--- config.mk ---
export PLATFORM = sky130hd
export DESIGN_NAME = efpga_req_arbiter
export DESIGN_NICKNAME = d
export VERILOG_FILES = /design/src/rtl/efpga_arb_pkg.sv /design/src/rtl/efpga_rr_pick.sv /design/src/rtl/efpga_req_arbiter.sv
export SDC_FILE = /design/constraint.sdc
export NUM_CORES = 1
export LEC_CHECK = 0
export BUFFER_PORTS_ARGS = -buffer_cell sky130_fd_sc_hd__buf_2
export CORE_MARGIN = 5
export CORE_UTILIZATION = 35
export CTS_BUF_LIST = sky130_fd_sc_hd__clkbuf_16
export DETAILED_ROUTE_END_ITERATION = 10
export SYNTH_ARGS = -nofsm -noshare
export SYNTH_HDL_FRONTEND = slang
export SYNTH_SLANG_ARGS = --single-unit
--- constraint.sdc ---
create_clock -name clk -period 2.6 [get_ports clk]
set_clock_uncertainty 0.15 [all_clocks]
set_input_delay 0.13 -clock clk [delete_from_list [all_inputs] [get_ports clk]]
set_output_delay 0.13 -clock clk [all_outputs]
set_load 0.05 [all_outputs]
--- src/rtl/efpga_arb_pkg.sv ---
// Shared types and constants for the eFPGA request arbiter: FSM states,
// operator codes and the delay value that means "wait for the wrapper's done".
package efpga_arb_pkg;

    typedef enum logic [1:0] {
        IDLE  = 2'd0,
        ISSUE = 2'd1,
        WAIT  = 2'd2,
        RESP  = 2'd3
    } arb_state_e;

    localparam logic [1:0] OP_A  = 2'b00;
    localparam logic [1:0] OP_B  = 2'b01;
    localparam logic [1:0] OP_C  = 2'b10;
    localparam logic [1:0] OP_WR = 2'b11;

    localparam logic [3:0] DELAY_EXT = 4'hF;

endpackage

--- src/rtl/efpga_rr_pick.sv ---
// Combinational round-robin picker: the first active request after last_grant_i,
// wrapping modulo NUM_REQ, wins.
module efpga_rr_pick #(
    parameter int NUM_REQ = 4,
    parameter int IDXW    = $clog2(NUM_REQ)
) (
    input  logic [NUM_REQ-1:0] req_i,
    input  logic [IDXW-1:0]    last_grant_i,
    output logic [IDXW-1:0]    winner_o,
    output logic               any_o
);

    logic [IDXW-1:0] cand;

    always_comb begin
        winner_o = '0;
        any_o    = 1'b0;
        cand     = '0;
        for (int off = 1; off <= NUM_REQ; off++) begin
            cand = IDXW'((int'(last_grant_i) + off) % NUM_REQ);
            if (!any_o && req_i[cand]) begin
                winner_o = cand;
                any_o    = 1'b1;
            end
        end
    end

endmodule

--- src/rtl/efpga_req_arbiter.sv ---
// Round-robin arbiter/sequencer sharing one eFPGA wrapper between NUM_REQ requesters.
// Optional watchdog with stale-wrapper lockout: define EFPGA_ARB_TIMEOUT_EN.
module efpga_req_arbiter
    import efpga_arb_pkg::*;
#(
    parameter int NUM_REQ        = 4,
    parameter int TIMEOUT_CYCLES = 64
) (
    input  logic                       clk,
    input  logic                       rst_n,
    input  logic [NUM_REQ-1:0]         req_valid_i,
    input  logic [2*NUM_REQ-1:0]       req_operator_i,
    input  logic [4*NUM_REQ-1:0]       req_delay_i,
    output logic [NUM_REQ-1:0]         req_ready_o,
    output logic [NUM_REQ-1:0]         rsp_valid_o,
    output logic [31:0]                rsp_result_o,
    output logic                       rsp_error_o,
    output logic                       efpga_en_o,
    output logic [1:0]                 efpga_operator_o,
    output logic [3:0]                 efpga_delay_o,
    input  logic                       efpga_ready_i,
    input  logic [31:0]                efpga_result_i,
    output logic                       busy_o,
    output logic [$clog2(NUM_REQ)-1:0] owner_o
);

    localparam int IDXW = $clog2(NUM_REQ);
    localparam logic [NUM_REQ-1:0] ONE = NUM_REQ'(1);

    arb_state_e         state_q;
    logic [IDXW-1:0]    owner_q;
    logic [IDXW-1:0]    last_grant_q;
    logic [1:0]         op_q;
    logic [3:0]         delay_q;
    logic [NUM_REQ-1:0] ready_q;
    logic [NUM_REQ-1:0] rsp_valid_q;
    logic               en_q;
    logic [31:0]        result_q;

    logic [IDXW-1:0]    pick_idx_d;
    logic               pick_any_d;
    logic [1:0]         pick_op_d;
    logic [3:0]         pick_delay_d;
    logic               grant_blocked;

    efpga_rr_pick #(
        .NUM_REQ (NUM_REQ),
        .IDXW    (IDXW)
    ) u_pick (
        .req_i        (req_valid_i),
        .last_grant_i (last_grant_q),
        .winner_o     (pick_idx_d),
        .any_o        (pick_any_d)
    );

    always_comb begin
        pick_op_d    = '0;
        pick_delay_d = '0;
        for (int i = 0; i < NUM_REQ; i++) begin
            if (pick_idx_d == IDXW'(i)) begin
                pick_op_d    = req_operator_i[2*i +: 2];
                pick_delay_d = req_delay_i[4*i +: 4];
            end
        end
    end

`ifdef EFPGA_ARB_TIMEOUT_EN
    logic [7:0] cnt_q;
    logic       stale_q;
    logic       error_q;

    // A ready pulse seen in IDLE releases the lockout in the same cycle.
    assign grant_blocked = stale_q && !efpga_ready_i;
    assign rsp_error_o   = error_q;
`else
    assign grant_blocked = 1'b0;
    assign rsp_error_o   = 1'b0;
`endif

    always_ff @(posedge clk or negedge rst_n) begin
        if (!rst_n) begin
            state_q      <= IDLE;
            owner_q      <= '0;
            last_grant_q <= IDXW'(NUM_REQ - 1);
            op_q         <= '0;
            delay_q      <= '0;
            ready_q      <= '0;
            rsp_valid_q  <= '0;
            en_q         <= 1'b0;
            result_q     <= '0;
`ifdef EFPGA_ARB_TIMEOUT_EN
            cnt_q        <= '0;
            stale_q      <= 1'b0;
            error_q      <= 1'b0;
`endif
        end else begin
            ready_q     <= '0;
            rsp_valid_q <= '0;
            en_q        <= 1'b0;
`ifdef EFPGA_ARB_TIMEOUT_EN
            if (efpga_ready_i) begin
                stale_q <= 1'b0;
            end
`endif
            case (state_q)
                IDLE: begin
                    if (pick_any_d && !grant_blocked) begin
                        state_q <= ISSUE;
                        owner_q <= pick_idx_d;
                        op_q    <= pick_op_d;
                        delay_q <= pick_delay_d;
                        ready_q <= ONE << pick_idx_d;
                        en_q    <= 1'b1;
                    end
                end
                ISSUE: begin
                    state_q <= WAIT;
`ifdef EFPGA_ARB_TIMEOUT_EN
                    cnt_q   <= '0;
`endif
                end
                WAIT: begin
                    // Ready takes priority over a coinciding watchdog expiry.
                    if (efpga_ready_i) begin
                        state_q     <= RESP;
                        result_q    <= efpga_result_i;
                        rsp_valid_q <= ONE << owner_q;
`ifdef EFPGA_ARB_TIMEOUT_EN
                        error_q     <= 1'b0;
`endif
                    end
`ifdef EFPGA_ARB_TIMEOUT_EN
                    else if (cnt_q == 8'(TIMEOUT_CYCLES - 1)) begin
                        state_q     <= RESP;
                        result_q    <= '0;
                        rsp_valid_q <= ONE << owner_q;
                        error_q     <= 1'b1;
                        stale_q     <= 1'b1;
                    end else begin
                        cnt_q <= cnt_q + 8'd1;
                    end
`endif
                end
                RESP: begin
                    state_q      <= IDLE;
                    last_grant_q <= owner_q;
                end
                default: state_q <= IDLE;
            endcase
        end
    end

    assign req_ready_o      = ready_q;
    assign rsp_valid_o      = rsp_valid_q;
    assign rsp_result_o     = result_q;
    assign efpga_en_o       = en_q;
    assign efpga_operator_o = op_q;
    assign efpga_delay_o    = delay_q;
    assign busy_o           = (state_q != IDLE);
    assign owner_o          = owner_q;

endmodule

# Yosys cells after proc, flatten, opt, wreduce, memory -nomap -nowiden
# Index checks and enable logic that the tools add are counted.
[totals] register_bits=53 in_bits=63 output_inout_bits=51 wordCells=72
[op_classes] add_sub_neg=4 n_lt_le_gt_ge=4 eq_ne=8 n_shift=2 muxes=33 reduce_logical=12
[ops] operator="4-bit two-way mux" n=8
[ops] operator="2-bit two-way mux" n=10
[ops] operator="2-bit by 3-bit less-than comparator with 1-bit output, second input constant" n=4
[ops] operator="1-bit two-way mux" n=10
[ops] operator="1-bit binary-select mux with 2-bit select" n=4
[ops] operator="2-bit equality test, second input constant" n=4
[ops] operator="2-bit case mux with 4 select lines" n=1
[ops] operator="1-bit by 2-bit << shifter with 4-bit output, first input constant" n=2
[ops] operator="2-bit AND reduction" n=3
[ops] operator="2-bit by 1-bit adder with 2-bit output, second input constant" n=2
[ops] operator="2-bit adder, second input constant" n=2
[ops] operator="2-bit by 1-bit equality test with 1-bit output, second input constant" n=2
[ops] operator="2-bit zero test" n=2
[ops] operator="2-bit != test, second input constant" n=2
[ops] operator="1-bit logical AND" n=3
[ops] operator="1-bit zero test" n=3
[ops] operator="2-bit nonzero test" n=1

# Logic depth before layout (Yosys ltp)
[depth] word_depth=18 mapped_depth=7

# By module
# From an unflattened synthesis, not the netlist that was laid out.
[hier_totals] cells_unflattened=162 hier_area_um2=2342.2
[by_module_without_submodules] module="efpga_req_arbiter" instances=1 cells_each=148 area_per_inst_um2=2250.9 seq_area_each_um2=1328.8
[by_module_without_submodules] module="efpga_rr_pick" instances=1 cells_each=14 area_per_inst_um2=91.3 seq_area_each_um2=0.0

# Worst setup path before layout
# OpenSTA, ideal clock, no wires.
[synth_timing] path_type="reg2reg" startpoint="reg state_q[0]" endpoint="reg delay_q[0], in the netlist efpga_delay_o[0]" setup_time_ns=0.075 arrival_ns=1.726 required_ns=2.375 setup_slack_ns=0.649 stages_incl_launch_ff=8 n_path_buf=1 synth_period_minus_slack_ns=1.951 cell_sequence="dfrtp_1 -> inv_1 -> ha_1 -> inv_1 -> a21o_1 -> clkbuf_1 -> nand2_1 -> o21ai_2"
[synth_between] elab_chain_cells=2
[synth_lines] element="start, declared" line="efpga_req_arbiter.sv:30" rtl="arb_state_e state_q;"
[synth_lines] element="start signal, assigned" line="efpga_req_arbiter.sv:82" rtl="state_q <= IDLE;"
[synth_lines] element="start signal, assigned" line="efpga_req_arbiter.sv:108" rtl="state_q <= ISSUE;"
[synth_lines] element="start signal, assigned" line="efpga_req_arbiter.sv:117" rtl="state_q <= WAIT;"
[synth_lines] element="2-bit zero test" line="efpga_req_arbiter.sv:105" rtl="case (state_q)"
[synth_lines] element="2-bit AND reduction (no line)"
[synth_lines] element="end signal, assigned" line="efpga_req_arbiter.sv:111" rtl="delay_q <= pick_delay_d;"
[synth_lines] element="end, declared" line="efpga_req_arbiter.sv:34" rtl="logic [3:0] delay_q;"
# No other way between the ends.
# A chain may end at the register's enable or synchronous reset.

# Worst setup path after layout
[layout_timing] startpoint="reg last_grant_q[0]" endpoint="reg op_q[0], in the netlist efpga_operator_o[0]"
[layout_between] elab_chain_cells=18 word_cells_on_any_way=35
[layout_lines] element="start, declared" line="efpga_req_arbiter.sv:32" rtl="logic [IDXW-1:0] last_grant_q;"
[layout_lines] element="start signal, assigned" line="efpga_req_arbiter.sv:84" rtl="last_grant_q <= IDXW'(NUM_REQ - 1);"
[layout_lines] element="start signal, assigned" line="efpga_req_arbiter.sv:146" rtl="last_grant_q <= owner_q;"
[layout_lines] element="2-bit by 1-bit adder with 2-bit output" line="efpga_rr_pick.sv:20" rtl="cand = IDXW'((int'(last_grant_i) + off) % NUM_REQ);"
[layout_lines] element="1-bit binary-select mux with 2-bit select" line="efpga_rr_pick.sv:21" rtl="if (!any_o && req_i[cand]) begin"
[layout_lines] element="1-bit two-way mux (implied by the code)" line="efpga_rr_pick.sv:21"
[layout_lines] element="1-bit two-way mux" line="efpga_rr_pick.sv:21"
[layout_lines] element="1-bit zero test" line="efpga_rr_pick.sv:21"
[layout_lines] element="1-bit logical AND" line="efpga_rr_pick.sv:21"
[layout_lines] element="1-bit two-way mux" line="efpga_rr_pick.sv:21"
[layout_lines] element="1-bit zero test" line="efpga_rr_pick.sv:21"
[layout_lines] element="1-bit logical AND" line="efpga_rr_pick.sv:21"
[layout_lines] element="1-bit two-way mux" line="efpga_rr_pick.sv:21"
[layout_lines] element="1-bit zero test" line="efpga_rr_pick.sv:21"
[layout_lines] element="1-bit logical AND" line="efpga_rr_pick.sv:21"
[layout_lines] element="2-bit two-way mux" line="efpga_rr_pick.sv:21"
[layout_lines] element="2-bit zero test" line="efpga_req_arbiter.sv:60" rtl="if (pick_idx_d == IDXW'(i)) begin"
[layout_lines] element="2-bit two-way mux (4 in series)" line="efpga_req_arbiter.sv:60"
[layout_lines] element="end signal, assigned" line="efpga_req_arbiter.sv:110" rtl="op_q <= pick_op_d;"
[layout_lines] element="end, declared" line="efpga_req_arbiter.sv:33" rtl="logic [1:0] op_q;"
# Parallel ways exist; a longest one is shown, timed or not. The select of a mux whose other input is x is not followed.

==> results by group <==
Setup path
  • Crit path capture type: flip-flop
  • Critical Path Fanout Max: 11
  • CP arrival: between 2000 and 2500 ps
  • Setup CP Type: reg2reg
  • CP Data Required Time: 2670 ps
  • Worst Setup Start Kind: flip-flop

Run status
  • Status: completed

Synthesis
  • Ys async rst share: 100%
  • Synthesized area per cell: 14.0 um2
  • Synth top area share: 55.4%
  • Post-synth EDFFs: 0
  • Most frequent cell after synthesis: dfrtp_1
  • Syn_nets: approximately 230
  • Yosys reg bits: 53
  • Top post-synthesis cells by count: dfrtp_1 (51), mux2_2 (36), mux2i_1 (12)
  • Syn Inst Count: 165
  • YS warnings: 0
  • Mapped Area: roughly 0.0023 mm2
  • Top FF cell, synth: dfrtp_1
  • Unique masters post-synth: 29
  • Synth area leader: dfrtp_1
  • Sequential share of the synthesized area: 57.7%
  • Main area contributors after synthesis: dfrtp_1 (55%), mux2_2 (18%), mux2i_1 (5.2%)

Clock tree
  • Num CTS Buffers: 5
  • Clk Latency, worst-skew pair: 280 ps
  • CTS tree: built
  • Number of clock sinks: 53
  • Post_cts resized: 0
  • Cts hold-fix bufs: 33
  • Setup Buffers After CTS: 0
  • Clock root buffer: clkbuf_16
  • Longest Clk Path Bufs: 2
  • Reg clk slew, reported paths: 70 ps
  • H-tree depth: 2

STA
  • Final WS setup: 613 ps
  • Slew @ Worst Pin: 647 ps
  • Setup violators final: 0
  • Maximum clock rate: roughly 500 MHz
  • Final slew viol count: 0
  • RSZ-0062 raised after global routing: false
  • Setup TNS: 0 ps
  • Period utilization: about three quarters
  • Final Hold Fails: 0
  • Post-route minimum period: 1990 ps
  • Max-Slew Margin vs Limit: 56.9%

Drt
  • Average vias per placed instance: 4.51
  • Initial DRC Count: 28
  • Final WL: around 5300 um
  • Via Count: 1768
  • First-pass DRT Iterations: 4
  • Drt wl/cell: 13.6 um
  • ANT nets after route: 0
  • Drt drc: 0

Cells and area
  • Area Overhead vs Synth: 48.7%
  • Fillers: 541
  • Antenna cells: 0
  • NumNets Final: 380
  • Share of cells above drive strength 1: 55.2%
  • Final Instance Count excl. Fillers: roughly 390

Placement
  • GPL Wtd Cong: about 0.67
  • Pre-CTS setup slack: 598 ps
  • DP Wirelength: 3730 um
  • Inst Count DP: around 350
  • Port buffer count: 112

Global route
  • Largest net degree at the start of global routing: 54
  • GRT Util Overall: 13.0%
  • First-pass GRT wire length: 9140 um
  • GRT overflow: 0
  • Initial antenna violation count: 0
  • Vias in the first global route: 1884

Power and ir drop
  • Power density over the cells: 1400 mW/mm2
  • Peak VDD IR: 0.903 mV
  • Leakage power: 1.75 nW

Floorplan
  • FP Rows: 29
  • DIE WIDTH: 91.1 um
  • # IOs: 114
  • Core area: approximately 0.0064 mm2
  • Die H: between 90 and 100 um
  • Initial Utilization: 36.1%
  • DIE AREA: just over 0.008 mm2

Min path
  • Hold/Removal Path Class: in2reg

Run
  • Max-cap viol count: 0
==> worst paths after layout <==
kind | from | endpoint | slack (ps) | cells after the start
max in group asynchronous | rst_n | req_ready_o[0]$_DFF_PN0_ | 1520 | 3
worst min register to register | efpga_operator_o[1]$_DFFE_PN0P_ | efpga_operator_o[1]$_DFFE_PN0P_ | 330 | 2
min in group asynchronous | rst_n | rsp_result_o[16]$_DFFE_PN0P_ | 350 | 3
worst max-delay path | last_grant_q[0]$_DFFE_PN1N_ | efpga_operator_o[0]$_DFFE_PN0P_ | 610 | 5
worst max register to register | last_grant_q[0]$_DFFE_PN1N_ | efpga_operator_o[0]$_DFFE_PN0P_ | 610 | 5
worst min-delay path | efpga_ready_i | rsp_valid_o[3]$_DFF_PN0_ | 4 | 2
==> report_power, final <==
| group | switching, mW | internal, mW | leakage (nW) | total [mW] |
|---|---|---|---|---|
| Combinational | 1.89 | 0.848 | 1.05 | 2.74 |
| Clock | 0.286 | 0.356 | 0.0621 | 0.643 |
| Sequential | 0.202 | 1.22 | 0.644 | 1.42 |
| Total | 2.38 | 2.42 | 1.75 | 4.80 |
==> cells by family (layout without fill, tap and decap cells) <==
| kind of cell | Yosys count | count (layout) | share of synthesized area [%] |
|---|---|---|---|
| AOI/OAI and AO/OA | 16 | 16 | 5.82 |
| DFF | 53 | 53 | 57.7 |
| muxes | 53 | 53 | 26.1 |
| buffers and inverters | 14 | 164 | 2.99 |
| and+or+nand+nor | 25 | 25 | 5.60 |
| other | 1 | 1 | 0.163 |
| adders and majority gates | 3 | 3 | 1.63 |
==> per-layer routing <==
metal  up-vias  wire length, um  part of all wire (%)  global-route usage [%]
met5         -                0                     0                       0
met4         0               11                  0.21                    2.20
met3         2              577                    11                    5.70
met2        85             2460                    46                    20.4
met1       810             2300                    43                    17.0
li1        871                -                     -                       -
==> flip-flops by register name (all words and copies together), names as in the netlist <==
name	cells
state_q	2
last_grant_q	2
efpga_operator_o	2
rsp_result_o	32
efpga_en_o	1
rsp_valid_o	4
req_ready_o	4
efpga_delay_o	4
owner_o	2
==> area by class of cell <==
cell class	count	area, um2	area share (%)
inverters	7	26.3	0.767
clock inverters	3	22.5	0.658
repair buffers	149	921	26.9
well taps	77	96.3	2.81
flip-flops and latches	53	1330	38.8
clock buffers	5	125	3.65
multi-input cells	98	905	26.4
==> worst max-delay path, stage by stage (launching register included) <==
cell	delay, ps
dfstp_2	540
nand2b_1	170
o21ai_0	100
a211o_1	490
mux2_4	370
o21ai_2	100
==> cell usage in the layout, fill, tap and decap left out, drive strengths merged, types with 2 or more instances in the layout <==
cell type	Yosys	layout
and3	2	2
buf	3	116
clkbuf	4	5
clkinvlp	0	3
dfrtp	51	51
dfstp	2	2
dlygate4sd3	0	33
ha	3	3
inv	7	7
mux2	41	41
mux2i	12	12
nand2	9	9
nand2b	2	2
nor2	3	3
nor3	4	4
nor3b	3	3
o21ai	9	9
==> metrics by stage <==
stage | instance area (um2) | utilization (%) | hold WS, ps | power (mW)
floorplan | 2300 | - | -316 | 3.54
global placement | 2950 | 46.1 | 143 | 4.12
detailed placement | 2950 | 46.1 | 148 | 4.15
CTS | 3420 | 53.6 | 1.27 | 4.85
global route | 3420 | 53.6 | 33.1 | 5.07
finish | 3420 | 53.6 | 4.09 | 4.80
Power figures use the tool's default switching activity.
